File: src/rtl/pattern_sweep_pkg.sv
// pattern_sweep_pkg
// Shared definitions for the exhaustive pattern sweep controller:
//   sweep_state_t : controller states (IDLE, APPLY, EMIT, FINISH)
//   SIG_W         : width of the optional output signature
//   SIG_POLY      : CRC-16/CCITT feedback polynomial used by the signature MISR
package pattern_sweep_pkg;

    typedef enum logic [1:0] {
        IDLE   = 2'd0,
        APPLY  = 2'd1,
        EMIT   = 2'd2,
        FINISH = 2'd3
    } sweep_state_t;

    localparam int SIG_W = 16;
    localparam logic [SIG_W-1:0] SIG_POLY = 16'h1021;

endpackage

File: src/rtl/pattern_sweep_ctrl_signature.sv
// sweep_signature
// Multiple-input signature register that compresses every accepted result
// value into a 16-bit CRC-style signature.
// Ports:
//   clk    in   clock, rising edge
//   reset  in   synchronous active-high reset (signature -> 0)
//   clear  in   synchronous clear at the start of a sweep
//   enable in   shift in `data` this cycle
//   data   in   N_OUT result value, zero-extended into the signature
//   sig    out  current signature
module sweep_signature
    import pattern_sweep_pkg::*;
#(
    parameter int N_OUT = 1
) (
    input  logic             clk,
    input  logic             reset,
    input  logic             clear,
    input  logic             enable,
    input  logic [N_OUT-1:0] data,
    output logic [SIG_W-1:0] sig
);

    logic [SIG_W-1:0] data_ext;
    logic [SIG_W-1:0] feedback;

    assign data_ext = SIG_W'(data);
    assign feedback = sig[SIG_W-1] ? SIG_POLY : '0;

    always_ff @(posedge clk) begin
        if (reset || clear) begin
            sig <= '0;
        end else if (enable) begin
            sig <= {sig[SIG_W-2:0], 1'b0} ^ feedback ^ data_ext;
        end
    end

endmodule

File: src/rtl/pattern_sweep_ctrl.sv
// pattern_sweep_ctrl
// Cycle-accurate exhaustive stimulus sequencer. On `start` it walks dut_in
// through 0 .. 2^N_IN-1, holds each pattern for SETTLE cycles, captures
// dut_out and offers (pattern, value) to a sink over valid/ready.
//
// Handshake: a result transfers on a rising edge where res_valid && res_ready
// are both high. Once raised, res_valid and its payload stay stable until
// that transfer; only abort or reset withdraw it.
//
// Ports:
//   CK          in   clock, rising edge
//   reset       in   synchronous active-high reset
//   start       in   begin a sweep (IDLE only; wins over abort in IDLE)
//   abort       in   return to IDLE from any other state, no done pulse
//   dut_in      out  N_IN  pattern driven to the device under test
//   dut_out     in   N_OUT device response
//   res_valid   out  result pair available
//   res_ready   in   sink accepts the result
//   res_pattern out  N_IN  pattern that produced res_value
//   res_value   out  N_OUT captured response
//   busy        out  high in every state except IDLE
//   done        out  one-cycle pulse after the last result is accepted
//   fsm_state   out  current controller state, for debug/checkers
//   sig         out  16-bit result signature (only with
//                    PATTERN_SWEEP_SIGNATURE_EN defined)
//
// Build option: define PATTERN_SWEEP_SIGNATURE_EN to add the `sig` output
// and its MISR; without it the port and logic are absent.
module pattern_sweep_ctrl
    import pattern_sweep_pkg::*;
#(
    parameter int N_IN   = 3,
    parameter int N_OUT  = 1,
    parameter int SETTLE = 1
) (
    input  logic              CK,
    input  logic              reset,
    input  logic              start,
    input  logic              abort,
    output logic [N_IN-1:0]   dut_in,
    input  logic [N_OUT-1:0]  dut_out,
    output logic              res_valid,
    input  logic              res_ready,
    output logic [N_IN-1:0]   res_pattern,
    output logic [N_OUT-1:0]  res_value,
    output logic              busy,
    output logic              done,
    output sweep_state_t      fsm_state
`ifdef PATTERN_SWEEP_SIGNATURE_EN
    ,
    output logic [SIG_W-1:0]  sig
`endif
);

    localparam int CW = (SETTLE > 1) ? $clog2(SETTLE) : 1;
    localparam logic [CW-1:0] CNT_LAST = CW'(SETTLE - 1);

    sweep_state_t  state;
    logic [CW-1:0] cnt;

    assign fsm_state = state;

    always_ff @(posedge CK) begin
        if (reset) begin
            state       <= IDLE;
            cnt         <= '0;
            dut_in      <= '0;
            res_valid   <= 1'b0;
            res_pattern <= '0;
            res_value   <= '0;
            busy        <= 1'b0;
            done        <= 1'b0;
        end else begin
            done <= 1'b0;
            if (state != IDLE && abort) begin
                // abort outranks a same-cycle handshake and suppresses done
                state     <= IDLE;
                cnt       <= '0;
                res_valid <= 1'b0;
                busy      <= 1'b0;
            end else begin
                case (state)
                    IDLE: begin
                        if (start) begin
                            state  <= APPLY;
                            busy   <= 1'b1;
                            dut_in <= '0;
                            cnt    <= '0;
                        end
                    end
                    APPLY: begin
                        if (cnt == CNT_LAST) begin
                            res_value   <= dut_out;
                            res_pattern <= dut_in;
                            res_valid   <= 1'b1;
                            state       <= EMIT;
                        end else begin
                            cnt <= cnt + 1'b1;
                        end
                    end
                    EMIT: begin
                        if (res_ready) begin
                            res_valid <= 1'b0;
                            if (&dut_in) begin
                                // all-ones is the last pattern, so dut_in never wraps
                                state <= FINISH;
                                done  <= 1'b1;
                            end else begin
                                dut_in <= dut_in + 1'b1;
                                cnt    <= '0;
                                state  <= APPLY;
                            end
                        end
                    end
                    FINISH: begin
                        state <= IDLE;
                        busy  <= 1'b0;
                    end
                    default: begin
                        state <= IDLE;
                        busy  <= 1'b0;
                    end
                endcase
            end
        end
    end

`ifdef PATTERN_SWEEP_SIGNATURE_EN
    logic sig_clear;
    logic sig_enable;

    assign sig_clear  = (state == IDLE) && start;
    assign sig_enable = (state == EMIT) && res_valid && res_ready && !abort;

    sweep_signature #(
        .N_OUT (N_OUT)
    ) u_signature (
        .clk    (CK),
        .reset  (reset),
        .clear  (sig_clear),
        .enable (sig_enable),
        .data   (res_value),
        .sig    (sig)
    );
`endif

endmodule

File: config.mk
export PLATFORM = sky130hd
export DESIGN_NAME = pattern_sweep_ctrl
export DESIGN_NICKNAME = d
export VERILOG_FILES = /design/src/rtl/pattern_sweep_pkg.sv /design/src/rtl/pattern_sweep_ctrl_signature.sv /design/src/rtl/pattern_sweep_ctrl.sv
export SDC_FILE = /design/constraint.sdc
export NUM_CORES = 1
export LEC_CHECK = 0
export BUFFER_PORTS_ARGS = -buffer_cell sky130_fd_sc_hd__buf_2
export CAP_MARGIN = 20
export CORE_AREA = 2 2 48 50
export CTS_CLUSTER_SIZE = 16
export DETAILED_ROUTE_END_ITERATION = 12
export DIE_AREA = 0 0 50 52
export PLACE_DENSITY_LB_ADDON = 0.25
export SETUP_SLACK_MARGIN = 0.4
export SYNTH_ARGS = -nofsm -noshare
export SYNTH_HDL_FRONTEND = slang
export SYNTH_HIERARCHICAL = 1
export SYNTH_SLANG_ARGS = --single-unit
File: constraint.sdc
create_clock -name CK -period 1.6 [get_ports CK]
set_input_delay 0.32 -clock CK [delete_from_list [all_inputs] [get_ports CK]]
set_output_delay 0.32 -clock CK [all_outputs]
set_load 0.02 [all_outputs]
==> run summary <==
Status = completed
Worst min path class = input pin to register
Clock Tree Buf Depth = 2
Critical path fanouts, max = 5
Die width = 50 um
Post-Synth Adder-Cell Area = 0.0424
Final antenna-violating net count = 0
Final setup TNS = 0 ns
Design area = 823 um^2
Fin. max-slew vios = 0
Crit Reg-Reg Endpoint = dut_in[0]$_SDFFE_PP0P_
Die ar. = 2600 um^2
Quantity of hold-fixing buffers added after cts = 0
Switch share = 0.241
Synth cell types = 27
Synth top area share = 0.407
RSZ-0062 raised after global routing = true
Drt first pass iters = 3
Worst Setup End Kind = register
Measured slew at the worst slew-check pin = 0.324 ns
CTS Buf Count = 3
Row cnt = 17
Crit path kind = register to register
Final WL = 1280 um
H-tree levels = 1
Headroom to the max-slew limit = 0.781
Mapped cell area = 591 um^2
Total gr overflow = 0
Hold path startpoint = dut_out
Largest family of logic cells by synthesized area = simple AND/OR/NAND/NOR gates
Via-per-instance ratio = 4.58
CP peak stage delay = 0.36 ns
Placed Instances = 101
Multi-input gate area = 334 um^2
Share of cells above drive strength 1 = 0.440
Final setup vio count = 0
Max_cap viols = 0
Synth warnings = 6
Internal power = 470 uW
CTS tree = done
CP startpoint kind = register
Power Density = 752 nW/um^2
P_leak = 0.363 nW
Fmax = 707 MHz
RePlAce Congestion = 0.669
Worst-path clk slew = 0.08 ns
N_diodes = 0
Initial antenna violation count = 0
First-pass GRT wire length = 2240 um
Hold Vio Cnt, Final = 0
Post-synthesis sequential area ratio = 0.407
Setup Skew = 0.00143 ns
DPL Wire Length = 875 um
IO Count = 18
Initial core utilization = 0.280
Avg Synthesized Cell Area = 9.84 um^2
Post-synthesis cell count = 60
IO buf count = 17
#FFs+latches synth = 12
End of the worst hold path = res_value$_SDFFE_PP0P_
Total GRT Usage = 0.112
Post-synthesis mux area share = 0.0678
Fraction of power consumed by sequential logic = 0.501
Post-DP Area = 708 um^2
DRT iter0 DRCs = 1
Vias in the first global route = 514
Critical Path RT = 1.79 ns
Chip Height = 52 um
R2R Path Start = dut_in[1]$_SDFFE_PP0P_
Routed len/inst = 11.4 um
Hold Path Depth = 3
Post-synthesis simple-gate area fraction = 0.282
Combinational power share = 0.112
Cell Chain, Critical Path = ha_4 -> ha_4 -> nand4bb_1 -> or3_1 -> a31oi_1
Final cell count without fillers = 112
Layout area overhead = 39.4%
Core ar. = 2110 um^2
XOR/XNOR Fraction of Synth Area = 0
CTS root buf = clkbuf_4
Total number of vias = 513
CP Data Arrival Time = 1.61 ns
Pin count of the biggest net entering global routing = 14
Leading area contributor after synthesis = dfxtp_1
Crit-path slowest cell = dfxtp_4
Fill cells = 218
DRC viols = 0
Minimum clock period = 1.41 ns
NetSw = 149 uW
Worst-case reg-to-reg path depth = 5
Syn_nets = 68
Final nets = 93
Worst vdd ir = 306 uV
Clk pwr share = 0.387
Clock sink count = 12
Top cell by count, worst path = ha_4
Synth top area cells = dfxtp_1 41%, mux2i_1 6.8%, buf_6 5.7%, ha_1 4.2%, nand2b_1 4.2%
R2R Setup Slk = 0.19 ns
Final core occ = 0.391
Reg area = 254 um^2
Final Cycle Share = 0.884
Compound-Gate Fraction of Synth Area = 0.123
Clock latency on the worst-skew pair = 0.26 ns
-- layout by cell type, fill, tap and decap left out --
master | synthesis | layout
dfxtp_2 | 0 | 2
buf_2 | 1 | 14
nand4bb_1 | 1 | 1
nor3b_4 | 1 | 1
a31oi_1 | 2 | 2
buf_6 | 3 | 3
or3_1 | 1 | 1
and3b_1 | 1 | 1
nand2b_1 | 4 | 4
nor2_1 | 6 | 6
nor3b_1 | 1 | 1
a21oi_1 | 3 | 3
clkbuf_8 | 0 | 1
o31ai_2 | 0 | 1
and3_1 | 1 | 1
nor4b_1 | 1 | 1
mux2i_1 | 4 | 4
nor2b_1 | 2 | 2
and2b_1 | 1 | 1
a211oi_1 | 1 | 1
o211ai_1 | 1 | 1
nand2_1 | 1 | 1
a22o_1 | 2 | 2
inv_1 | 2 | 2
dfxtp_4 | 0 | 3
buf_4 | 0 | 7
nor3_1 | 3 | 3
clkbuf_4 | 0 | 3
dfxtp_1 | 12 | 7
o21ai_0 | 1 | 1
and4bb_1 | 1 | 1
ha_4 | 0 | 2
-- per-stage QoR --
stage | power [mW] | worst slack, ns | hold WS [ns]
after global routing | 0.664 | 0.121 | 0.297
after detailed placement | 0.386 | 0.168 | 0.465
after floorplan | 0.371 | 0.223 | 0.467
after CTS | 0.632 | 0.177 | 0.279
after global placement | 0.386 | 0.211 | 0.462
final | 0.619 | 0.185 | 0.285
-- synthesized netlist by cell type, drive strengths merged --
| master | instances |
|---|---|
| o31ai | 1 |
| a211oi | 1 |
| and2b | 1 |
| a21oi | 3 |
| and4bb | 1 |
| nand2b | 4 |
| nor3 | 3 |
| o21ai | 1 |
| mux2i | 4 |
| a31oi | 2 |
| nand4bb | 1 |
| a22o | 2 |
| buf | 4 |
| o211ai | 1 |
| nor2b | 2 |
| and3 | 1 |
| nand2 | 1 |
| nor3b | 2 |
| nor2 | 6 |
| and3b | 1 |
| inv | 2 |
| or3 | 1 |
| ha | 2 |
| dfxtp | 12 |
| nor4b | 1 |
-- worst max-delay path: cells and delay by family (launching register included) --
family / cells / cell delay [ns]
flip-flops: 1 / 0.36
adder cells (fa/ha/maj): 2 / 0.32
AO/OA/AOI/OAI: 1 / 0.16
AND/OR/NAND/NOR: 2 / 0.51
-- worst max-delay path by stage --
stage,startpoint,to,slack [ns]
global route,dut_in[1]$_SDFFE_PP0P_,dut_in[0]$_SDFFE_PP0P_,0.12
floorplan,dut_in[0]$_SDFFE_PP0P_,dut_in[0]$_SDFFE_PP0P_,0.22
CTS,dut_in[0]$_SDFFE_PP0P_,dut_in[0]$_SDFFE_PP0P_,0.18
global placement,dut_in[0]$_SDFFE_PP0P_,dut_in[0]$_SDFFE_PP0P_,0.21
finish,dut_in[1]$_SDFFE_PP0P_,dut_in[0]$_SDFFE_PP0P_,0.19
detailed placement,dut_in[0]$_SDFFE_PP0P_,dut_in[0]$_SDFFE_PP0P_,0.17
-- cells by family (layout without fill, tap and decap cells) --
logic type,after synthesis,count (layout)
fa+ha+maj,2,2
mux,4,4
buf+inv,6,30
simple gates,25,25
compound gates,11,11
flops,12,12
-- routing by layer --
metal,vias to the layer above,part of all wire,global-route usage
li1,262,-,-
met1,238,0.49,0.136
met2,13,0.46,0.189
met3,0,0.048,0.0287
met4,0,0,0.0417
met5,-,0,0
-- area by class of cell --
type | instances | area share
tap | 28 | 0.0426
inverter | 2 | 0.00912
multi-input combinational | 42 | 0.406
sequential | 12 | 0.309
timing repair buffer | 24 | 0.190
clock buffer | 4 | 0.0441
-- registers in the layout, indices dropped and copies added (netlist names) --
register / count
done: 1
fsm_state: 2
busy: 1
res_valid: 1
res_value: 1
dut_in: 3
res_pattern: 3
-- power groups by stage --
stage	registers [mW]	clock network, mW	logic (mW)
finish	0.310	0.239	0.0693
floorplan	0.324	0	0.0467
global route	0.312	0.276	0.0764
global placement	0.321	0	0.0650
detailed placement	0.321	0	0.0648
CTS	0.310	0.252	0.0689
-- repair_timing --
action,4_1_cts,5_1_grt
gates resized for setup,4,6
setup endpoints to repair,11,11
hold endpoints to repair,0,0
cloned,0,0
setup buffers,4,3
pin swaps,3,1
Power figures use the tool's default switching activity.
